===== src/rtl/ps2_host_tx.sv =====
// ps2_host_tx: PS/2 host-to-device byte sender with open-drain line control; define PS2_TX_RETRY_EN to retry NACK/timeout up to twice
module ps2_host_tx #(
  parameter int INHIBIT_CYCLES = 7425,
  parameter int TIMEOUT_CYCLES = 148500
) (
  input  logic       clk_in,
  input  logic       rst_in,
  input  logic [7:0] byte_in,
  input  logic       valid_in,
  output logic       ready_out,
  input  logic       ps2_clk_in,
  input  logic       ps2_data_in,
  output logic       ps2_clk_oe_out,
  output logic       ps2_data_oe_out,
  output logic       done_out,
  output logic       error_out
);
  localparam int IW = $clog2(INHIBIT_CYCLES + 1);
  localparam int TW = $clog2(TIMEOUT_CYCLES + 1);
  localparam logic [IW-1:0] INH_LAST = IW'(INHIBIT_CYCLES - 1);
  localparam logic [TW-1:0] TMO_LAST = TW'(TIMEOUT_CYCLES - 1);
  typedef enum logic [2:0] {IDLE, INHIBIT, RTS, SHIFT, ACK, WAIT_IDLE} state_t;
  state_t state;
  logic [2:0] clk_s;
  logic [1:0] dat_s;
  logic [8:0] frame;
  logic [9:0] sh;
  logic [3:0] bit_cnt;
  logic [IW-1:0] inh_cnt;
  logic [TW-1:0] tmo_cnt;
  logic fall, tmo_hit, fail;
`ifdef PS2_TX_RETRY_EN
  logic [1:0] tries;
`endif
  // clk_s[1] is the synchronised clock, clk_s[2] its previous value
  assign fall = clk_s[2] & ~clk_s[1];
  assign tmo_hit = (state == SHIFT || state == ACK || state == WAIT_IDLE) && tmo_cnt == TMO_LAST;
  assign fail = tmo_hit || (state == ACK && fall && dat_s[1]);
  always_ff @(posedge clk_in or negedge rst_in) begin
    if (!rst_in) begin
      state <= IDLE;
      clk_s <= '1;
      dat_s <= '1;
      frame <= '0;
      sh <= '1;
      bit_cnt <= '0;
      inh_cnt <= '0;
      tmo_cnt <= '0;
      ready_out <= 1'b1;
      ps2_clk_oe_out <= 1'b0;
      ps2_data_oe_out <= 1'b0;
      done_out <= 1'b0;
      error_out <= 1'b0;
`ifdef PS2_TX_RETRY_EN
      tries <= '0;
`endif
    end else begin
      clk_s <= {clk_s[1:0], ps2_clk_in};
      dat_s <= {dat_s[0], ps2_data_in};
      done_out <= 1'b0;
      error_out <= 1'b0;
      tmo_cnt <= tmo_cnt + 1'b1;
      if (fail) begin
        ps2_clk_oe_out <= 1'b0;
        ps2_data_oe_out <= 1'b0;
        error_out <= 1'b1;
        state <= IDLE;
`ifdef PS2_TX_RETRY_EN
        if (tries != 2'd2) begin
          tries <= tries + 1'b1;
          ps2_clk_oe_out <= 1'b1;
          error_out <= 1'b0;
          inh_cnt <= '0;
          state <= INHIBIT;
        end
`endif
      end else begin
        case (state)
          IDLE: begin
            if (valid_in && ready_out) begin
              frame <= {~^byte_in, byte_in};
              ready_out <= 1'b0;
              ps2_clk_oe_out <= 1'b1;
              inh_cnt <= '0;
              state <= INHIBIT;
`ifdef PS2_TX_RETRY_EN
              tries <= '0;
`endif
            end else ready_out <= 1'b1;
          end
          INHIBIT: begin
            if (inh_cnt == INH_LAST) begin
              ps2_clk_oe_out <= 1'b0;
              ps2_data_oe_out <= 1'b1;
              sh <= {1'b1, frame};
              tmo_cnt <= '0;
              state <= RTS;
            end else inh_cnt <= inh_cnt + 1'b1;
          end
          RTS: begin
            bit_cnt <= '0;
            state <= SHIFT;
          end
          // edges 1..9 shift out data then parity; edge 10 shifts out the stop bit (release)
          SHIFT: begin
            if (fall) begin
              ps2_data_oe_out <= ~sh[0];
              sh <= {1'b1, sh[9:1]};
              bit_cnt <= bit_cnt + 1'b1;
              if (bit_cnt == 4'd9) state <= ACK;
            end
          end
          ACK: if (fall) state <= WAIT_IDLE;
          WAIT_IDLE: begin
            if (clk_s[1] && dat_s[1]) begin
              done_out <= 1'b1;
              state <= IDLE;
            end
          end
          default: state <= IDLE;
        endcase
      end
    end
  end
endmodule


===== config.mk =====
export PLATFORM = sky130hd
export DESIGN_NAME = ps2_host_tx
export DESIGN_NICKNAME = d
export VERILOG_FILES = /design/src/rtl/ps2_host_tx.sv
export SDC_FILE = /design/constraint.sdc
export NUM_CORES = 1
export LEC_CHECK = 0
export ABC_AREA = 0
export ABC_CLOCK_PERIOD_IN_PS = 5700
export CAP_MARGIN = 20
export CORE_MARGIN = 4
export CORE_UTILIZATION = 64
export CTS_CLUSTER_DIAMETER = 60
export DETAILED_ROUTE_END_ITERATION = 8
export PLACE_DENSITY = 0.84
export SLEW_MARGIN = 20
export SYNTH_ARGS = -nofsm -noshare
export SYNTH_HDL_FRONTEND = slang
export SYNTH_SLANG_ARGS = --single-unit

===== constraint.sdc =====
create_clock -name clk_in -period 5.7 [get_ports clk_in]
set_clock_uncertainty 0.2 [all_clocks]
set_input_delay 0.57 -clock clk_in [delete_from_list [all_inputs] [get_ports clk_in]]
set_output_delay 0.57 -clock clk_in [all_outputs]
set_load 0.01 [all_outputs]

==> flow_metrics.tcl, run 1 <==
set metrics [dict create \
    antenna_found_initial 0 \
    syn_nets 321 \
    reg2reg_to "sh[5]" \
    synth_top_family_by_area "simple AND/OR/NAND/NOR gates" \
    peakVddDrop_mv 0.273 \
    drv_slew 0 \
    ys_types 52 \
    critical_path.top_delay_family "simple AND/OR/NAND/NOR gates" \
    gp_congestion 0.811 \
    required_ns 5.76 \
    grt_start_max_net_pins 67 \
    drt_wl_total_mm 6.03 \
    synthTopCellsByArea "dfrtp_1 39%, dfstp_2 12%, mux2_2 8.6%" \
    synth-edff-count 0 \
    cp.buffers_inverters 0 \
    fp.coreArea_um2 4850 \
    place_ws_ns 3.12 \
    syn-cell-area_um2 3290 \
    avgRoutedWirePerCell_um 15.3 \
    synthMuxAreaShare_pct 8.55 \
    slew_headroom_pct 37.8 \
    drive_above_1_share_pct 19.0 \
    r2r_cells 4 \
    reg2reg_from "state[0]" \
    hp-start "dat_s[0]" \
    final_nets 339 \
    clkSinkCount 66 \
    ant_nets 0 \
    cts_hold_buf 0 \
    ys_seq_elements 66 \
    io_buffer_count 17 \
    first_pass_iters 4 \
    synthXorXnorAreaFrac_pct 8.25 \
    grt_pass1_vias 2322 \
    drc_errors 0 \
    min_to "dat_s[1]" \
    finalCriticalPeriod_ns 2.56 \
    grt_pass1_wl_mm 10.5 \
    synthArstFlopShare_pct 100 \
    start_util_pct 67.9 \
    fin_crit_sh_pct 44.9 \
    synthTopCellsByCount "51 x dfrtp_1, 30 x nor2_1, 25 x mux2_2" \
    postSynthAreaPerCell_um2 10.9 \
    start_kind "register" \
    worstPathCellList "and3b_1, nand2_1, o31ai_4, mux2_2" \
    clock.fmax_mhz 391 \
    die_h_um 79.7 \
    track_usage_pct 21.1 \
    cts_max_path_buffers 2 \
    synth_compound_area_share_pct 7.34 \
    die_x_um 79.7 \
    worst_pin_slew_ns 0.932 \
    power_density_nw_per_um2 348 \
    fin_tns_setup_ns 0 \
    synth_top_area_share_pct 38.8 \
    p_leak_uw 0.00154 \
    status "completed" \
    insertion_delay_ns 0.34 \
    h-tree-depth 3 \
    cts_made_buffers 9 \
    post_cts_resized 0 \
    rsz0062_at_grt "false" \
    reg2reg_setup_slack_ns 3.14 \
    hold_ws_ns 0.157 \
    synth-adder-area-share_pct 1.90 \
    first_iter_violations 160 \
    cpMaxStageDelayCell "and3b_1" \
    routed_via_density 5.86 \
    io_pins 18 \
    arrival_ns 2.62 \
    ys_warn_count 0 \
    drv_cap 0 \
    min_path_cells 0 \
    worst-setup-path-type "reg -> reg" \
    synth_seq_area_share_pct 50.7 \
    cp_max_fo 13 \
    rows 25 \
    antenna_cells 0 \
    hold_viol 0 \
    cts-root-buf "clkbuf_8" \
    vias 2303 \
    hpwl_mm 4.13 \
    area_delta_synth_final_pct 11.0 \
    post_cts_buffers 0 \
    worst_setup_path_end_kind "register" \
    setup_violations 0 \
    max_stage_delay_ns 0.57 \
    cts_tree "done" \
    synthSimpleGateAreaFrac_pct 20.6 \
    cts.clk_slew.worst_paths_ns 0.07 \
    min_path_type "reg -> reg" \
    yosys.area.top_type "dfrtp_1" \
    grt.overflow.total 0 \
    setup_ws_ns 3.14 \
    synthCells 303 \
    die_area_um2 6360 \
    synthFlopType "dfrtp_1" \
    synth.most_common_cell "dfrtp_1" \
    finish.utilization_pct 75.4 \
]
## report_power, final
part,internal [uW],switching [uW],leakage [uW]
registers,553,74.1,0.000822
logic,155,153,0.000628
clock network,168,167,0.0000872
## kinds of logic (layout without fill, tap and decap cells)
group / count (synthesis) / after routing
AND/OR/NAND/NOR: 125 / 125
flip-flops: 66 / 66
AO/OA/AOI/OAI: 33 / 33
XOR/XNOR: 31 / 31
multiplexers: 25 / 25
buffers and inverters: 18 / 41
adder cells (fa/ha/maj): 5 / 5
## worst max path at each step
stage                          start    endpoint  depth (start not counted)
after floorplan           tmo_cnt[7]  bit_cnt[0]                          5
after global placement      valid_in    frame[5]                          3
after detailed placement    valid_in    frame[4]                          3
after CTS                   state[0]       sh[5]                          4
after global routing        state[0]       sh[5]                          4
final                       state[0]       sh[5]                          4
## layer usage
layer	wire length, um	track usage, %	vias to the layer above
met4	156	11.2	0
met1	2770	27.4	1123
met3	212	3.16	15
li1	-	-	1110
met5	0	0	-
met2	2880	34.1	55
## cell type report
cell class | count | area (um^2)
clock buffer | 13 | 149
timing repair buffer | 19 | 180
tap | 67 | 83.8
inverter | 6 | 22.5
sequential | 66 | 1670
multi-input combinational | 219 | 1530
fill | 335 | 1190
clock inverter | 3 | 15.0
## state kept, by name, summed over array words and instances, names as in the netlist, 2 cells and up
| signal | flops |
|---|---|
| tmo_cnt | 18 |
| clk_s | 3 |
| state | 3 |
| bit_cnt | 4 |
| sh | 9 |
| frame | 9 |
| inh_cnt | 13 |
| dat_s | 2 |
## per-stage QoR
| step | cell area, um^2 | instances | power (uW) |
|---|---|---|---|
| 2_1_floorplan | 3290 | 303 | 847 |
| 3_5_place_dp | 3490 | 377 | 943 |
| 3_3_place_gp | 3490 | 377 | 925 |
| 6_report | 3650 | 393 | 1270 |
| 5_1_grt | 3650 | 393 | 1350 |
| 4_1_cts | 3650 | 393 | 1280 |
## cell usage in the layout, fill, tap and decap left out, types with 5 or more instances in the layout
master,instances
nor3_1,7
dfstp_2,15
a21oi_1,6
xnor2_1,11
and4_1,5
mux2_2,25
nand3_1,16
xor2_1,20
clkbuf_8,10
nand2_1,24
clkdlybuf4s50_1,16
ha_1,5
or3_1,6
inv_1,6
dfrtp_1,51
nand4_1,9
nor2_1,30
o21ai_0,7
Power figures use the tool's default switching activity.
==> run 2, diff against run 1 <==
ABC_CLOCK_PERIOD_IN_PS = 2490   (was 5700)
CORE_UTILIZATION = 59   (was 64)
PLACE_DENSITY = 0.79   (was 0.84)
clock period = 2.49 ns   (was 5.7 ns; I/O delays follow)
==> run 2 against run 1 <==
Die area up 7.6%. Largest cell class unchanged. First-iteration DRC count down 70%. Combinational power rose to 2.6 times the previous value. Critical endpoint is now sh[7]. Power up 150%. Worst hold slack worse by 0.038 ns. Count of clock-buffer cells in the layout up 1. Critical path depth up 1.
==> flow_metrics.tcl, run 2 (same netlist as run 1, synthesis figures left out) <==
set metrics [dict create \
    grt_pass1_wl_mm 10.7 \
    use_met2_pct 34.5 \
    pwr-share-clk_pct 28.6 \
    antenna_cells 0 \
    clock.fmax_mhz 435 \
    hpwl_mm 4.33 \
    drive_above_1_share_pct 21.6 \
    post_cts_resized 0 \
    required_ns 2.56 \
    first_iter_violations 48 \
    reg_top3 "tmo_cnt: 18 flops, inh_cnt: 13 flops" \
    cts.clk_slew.worst_paths_ns 0.06 \
    p_leak_uw 0.00162 \
    setup_violations 0 \
    drc_errors 0 \
    cts_made_buffers 9 \
    grt.overflow.total 0 \
    top_register "tmo_cnt" \
    status "completed" \
    p_comb_share_pct 26.0 \
    arrival_ns 2.36 \
    die_h_um 82.7 \
    die_area_um2 6840 \
    n_fill_cell 395 \
    die_x_um 82.7 \
    hold_viol 0 \
    vias 2319 \
    drt_wl_total_mm 6.14 \
    met1_usage_pct 26.7 \
    io_pins 18 \
    fin_tns_setup_ns 0 \
    fp.coreArea_um2 5270 \
    h-tree-depth 3 \
    routed_via_density 5.68 \
    area_delta_synth_final_pct 15.7 \
    top_usage_layer "met2" \
    post_cts_buffers 0 \
    drv_cap 0 \
    min_path_type "in -> reg" \
    internal-power_uw 2210 \
    layout_common_cells "51 x dfrtp_1, 30 x nor2_1, 25 x mux2_2, 24 x nand2_1, 20 x xor2_1" \
    cts_hold_buf 1 \
    power_density_nw_per_um2 821 \
    globalRouteMet3Util_pct 5.21 \
    track_usage_pct 20.8 \
    reg2reg_setup_slack_ns 0.19 \
    first_pass_iters 4 \
    peakVddDrop_mv 0.568 \
    fin_crit_sh_pct 92.2 \
    worst_setup_path_end_kind "register" \
    drv_slew 0 \
    final_common_cell "dfrtp_1" \
    finalCriticalPeriod_ns 2.30 \
    ant_nets 0 \
    start_kind "register" \
    avgRoutedWirePerCell_um 15.1 \
    gp_congestion 0.837 \
    antenna_found_initial 0 \
    cts-root-buf "clkbuf_8" \
    final_nets 351 \
    clkSinkCount 66 \
    start_util_pct 62.5 \
    grt_pass1_vias 2321 \
    switching_share_pct 29.4 \
    seqPwrFrac_pct 45.4 \
    slew_headroom_pct 53.3 \
    worst_pin_slew_ns 0.695 \
    grt_start_max_net_pins 31 \
    worst-setup-path-type "reg -> reg" \
    largest_reg_flops 18 \
    io_buffer_count 17 \
    rows 26 \
    max_stage_delay_ns 0.50 \
    cts_tree "done" \
    switchingPower_uw 919 \
    hold_ws_ns 0.119 \
    insertion_delay_ns 0.34 \
    worstPathCellList "a21oi_2, or4b_4, nor4_4, o31ai_4, mux2_2" \
    rsz0062_at_grt "false" \
    cts_max_path_buffers 2 \
    cp_max_fo 9 \
    cpMaxStageDelayCell "or4b_4" \
]
[run 2: cell types whose count changed in the layout (fill, tap and decap cells not counted), sizes merged]
cell,before,now
bufinv,0,1
clkbuf,13,14
dlygate4sd3,0,1
clkinv,3,1
buf,3,14
[run 2: layout make-up]
cell class              instances  area (um^2)  share of cell area (%)
repair buffers                 31          298                    7.82
flip-flops and latches         66         1670                    43.8
inverters                       6         22.5                   0.591
clock buffers                  14          163                    4.27
clock inverters                 2         35.0                   0.920
multi-input cells             219         1530                    40.3
well taps                      70         87.6                    2.30
[run 2: path summary, 6_finish.rpt]
path | startpoint | cells after the start | end
worst max-delay path | state[1] | 5 | sh[7]
worst max register to register | state[1] | 5 | sh[7]
worst min-delay path | ps2_clk_in | 1 | clk_s[0]
max in group asynchronous | rst_in | 3 | sh[6]
min in group asynchronous | rst_in | 2 | bit_cnt[0]
worst min register to register | clk_s[0] | 0 | clk_s[1]
[run 2: power groups by stage]
stage | sequential, uW | combinational, uW | clock (uW)
final | 1420 | 813 | 895
after global routing | 1450 | 911 | 965
after CTS | 1420 | 818 | 912
after detailed placement | 1440 | 808 | 0
after global placement | 1430 | 780 | 0
after floorplan | 1400 | 536 | 0
[run 2: per-layer routing]
layer | up-vias | wire length, um
met5 | - | 0
met4 | 0 | 56
met3 | 8 | 209
met2 | 42 | 3080
met1 | 1132 | 2800
li1 | 1137 | -
[run 2: per-stage QoR]
stage / total power (uW) / utilization [%] / instances / setup WS (ns) / area, um^2
floorplan: 1940 / - / 303 / 0.304 / 3290
global placement: 2210 / 68.4 / 391 / 0.224 / 3600
detailed placement: 2250 / 68.4 / 391 / 0.203 / 3600
CTS: 3150 / 72.3 / 408 / 0.193 / 3810
global route: 3320 / 72.3 / 408 / 0.105 / 3810
finish: 3130 / 72.3 / 408 / 0.194 / 3810
[run 2: worst max-delay path, delay by kind of cell (launching register included)]
kind	cells	cell delay, ns
simple gates	2	0.94
flops	1	0.48
mux	1	0.31
compound gates	2	0.28
==> run 3, diff against run 2 <==
CORE_UTILIZATION = 41   (was 59)
PLACE_DENSITY = 0.58   (was 0.79)
SLEW_MARGIN = not set   (was 20)
==> run 3 against run 2 <==
Setup slack lost 0.026 ns. Via count grew 1.1%. Combinational power shrank 3.4%. Count of clock-buffer cells in the layout is the same.
==> flow_metrics.tcl, run 3 (same netlist as run 1, synthesis figures left out) <==
set metrics [dict create \
    cts_made_buffers 9 \
    hold_viol 0 \
    ant_nets 0 \
    first_iter_violations 74 \
    h-tree-depth 3 \
    setup_violations 0 \
    worstPathCellList "or4bb_1, nor3_1, nand2_1, o31ai_4, mux2_2" \
    final_common_cell "dfrtp_1" \
    area_delta_synth_final_pct 16.1 \
    switchingPower_uw 916 \
    hp-start "ps2_data_in" \
    finalCriticalPeriod_ns 2.32 \
    place_ws_ns 0.217 \
    drv_cap 0 \
    critPathLaunch "inh_cnt[7]" \
    postPlaceCellArea_um2 3640 \
    power_density_nw_per_um2 785 \
    routed_via_density 5.32 \
    cp.buffers_inverters 0 \
    pwr-share-clk_pct 26.8 \
    cp_max_fo 8 \
    cts-root-buf "clkbuf_8" \
    layout_common_cells "51 x dfrtp_1, 30 x nor2_1, 25 x mux2_2, 24 x nand2_1, 20 x xor2_1" \
    vias 2345 \
    n_fill_cell 748 \
    largest_reg_flops 18 \
    switching_share_pct 30.5 \
    setup_ws_ns 0.167 \
    finish.utilization_pct 49.2 \
    track_usage_pct 14.4 \
    start_util_pct 42.4 \
    status "completed" \
    seqPwrFrac_pct 47.1 \
    antenna_found_initial 0 \
    final_nets 352 \
    rows 32 \
    grt_pass1_vias 2356 \
    die_h_um 97.6 \
    hpwl_mm 4.47 \
    avgRoutedWirePerCell_um 14.2 \
    p_leak_uw 0.00161 \
    reg_top3 "tmo_cnt: 18 flops, inh_cnt: 13 flops" \
    die_x_um 97.6 \
    internal-power_uw 2090 \
    drc_errors 0 \
    slew_headroom_pct 60.9 \
    cts.clk_slew.worst_paths_ns 0.07 \
    start_kind "register" \
    cpMaxStageDelayCell "or4bb_1" \
    reg2reg_from "inh_cnt[7]" \
    drt_wl_total_mm 6.25 \
    fp.coreArea_um2 7770 \
    min_path_type "in -> reg" \
    clkSinkCount 66 \
    cts_tree "done" \
    antenna_cells 0 \
    fin_tns_setup_ns 0 \
    io_buffer_count 17 \
    die_area_um2 9530 \
    top_register "tmo_cnt" \
    arrival_ns 2.39 \
    drv_slew 0 \
    grt_pass1_wl_mm 11.1 \
    worst-setup-path-type "reg -> reg" \
    p_total_uw 3000 \
    clock.fmax_mhz 431 \
    first_pass_iters 4 \
    rsz0062_at_grt "false" \
    fin_area_um2 3820 \
    peakVddDrop_mv 0.401 \
    worst_setup_path_end_kind "register" \
    worst_pin_slew_ns 0.582 \
    fin_crit_sh_pct 93.3 \
    max_stage_delay_ns 0.54 \
    cts_max_path_buffers 2 \
    required_ns 2.56 \
    post_cts_resized 0 \
    io_pins 18 \
    grt.overflow.total 0 \
    gp_congestion 0.767 \
    critical_path.top_delay_family "simple AND/OR/NAND/NOR gates" \
    grt_start_max_net_pins 28 \
    drive_above_1_share_pct 21.8 \
    insertion_delay_ns 0.34 \
    p_comb_share_pct 26.2 \
]
-- run 3: cell types whose count changed in the layout (fill, tap and decap cells not counted) --
cell        before  now
buf_4           11   13
buf_12           2    1
bufinv_16        1    0
clkinvlp_4       0    1
-- run 3: cell type report --
type                       count  area, um^2  share of cell area (%)
sequential                    66        1670                    43.7
multi-input combinational    219        1530                    40.1
timing repair buffer          32         293                    7.66
clock buffer                  14         163                    4.26
tap                          102         128                    3.34
inverter                       6        22.5                   0.589
clock inverter                 2        12.5                   0.327
-- run 3: per-stage QoR --
step	std cells	hold slack, ns
2_1_floorplan	303	-0.247
3_3_place_gp	424	-0.00415
3_5_place_dp	424	-0.00236
4_1_cts	441	0.0940
5_1_grt	441	0.0981
6_report	441	0.111
-- run 3: layer usage --
metal	track usage (%)	part of all wire [%]	up-vias	routed length (um)
li1	-	-	1143	-
met1	18.4	47	1152	2950
met2	22.8	47	37	2960
met3	4.16	3.5	13	217
met4	6.07	2.0	0	123
met5	0	0	-	0
-- run 3: power by group through the flow --
stage | logic, uW | clock network (uW) | registers, uW
final | 785 | 804 | 1410
after global routing | 879 | 889 | 1440
after CTS | 799 | 832 | 1420
after detailed placement | 793 | 0 | 1440
after global placement | 782 | 0 | 1430
after floorplan | 536 | 0 | 1400
-- run 3: path summary, 6_finish.rpt --
| path | endpoint | slack (ns) | cells past startpoint |
|---|---|---|---|
| setup / recovery | sh[4] | 0.17 | 5 |
| hold / removal | dat_s[0] | 0.11 | 1 |
| setup reg to reg | sh[4] | 0.17 | 5 |
| hold reg to reg | dat_s[1] | 0.16 | 0 |
| max in group asynchronous | sh[8] | 1.38 | 3 |
| min in group asynchronous | tmo_cnt[1] | 0.16 | 2 |
-- run 3: timing repair --
| action | in CTS | in global routing |
|---|---|---|
| buffers inserted | 0 | 0 |
| hold buffers | 1 | 0 |
| hold endpoints to repair | 28 | 0 |
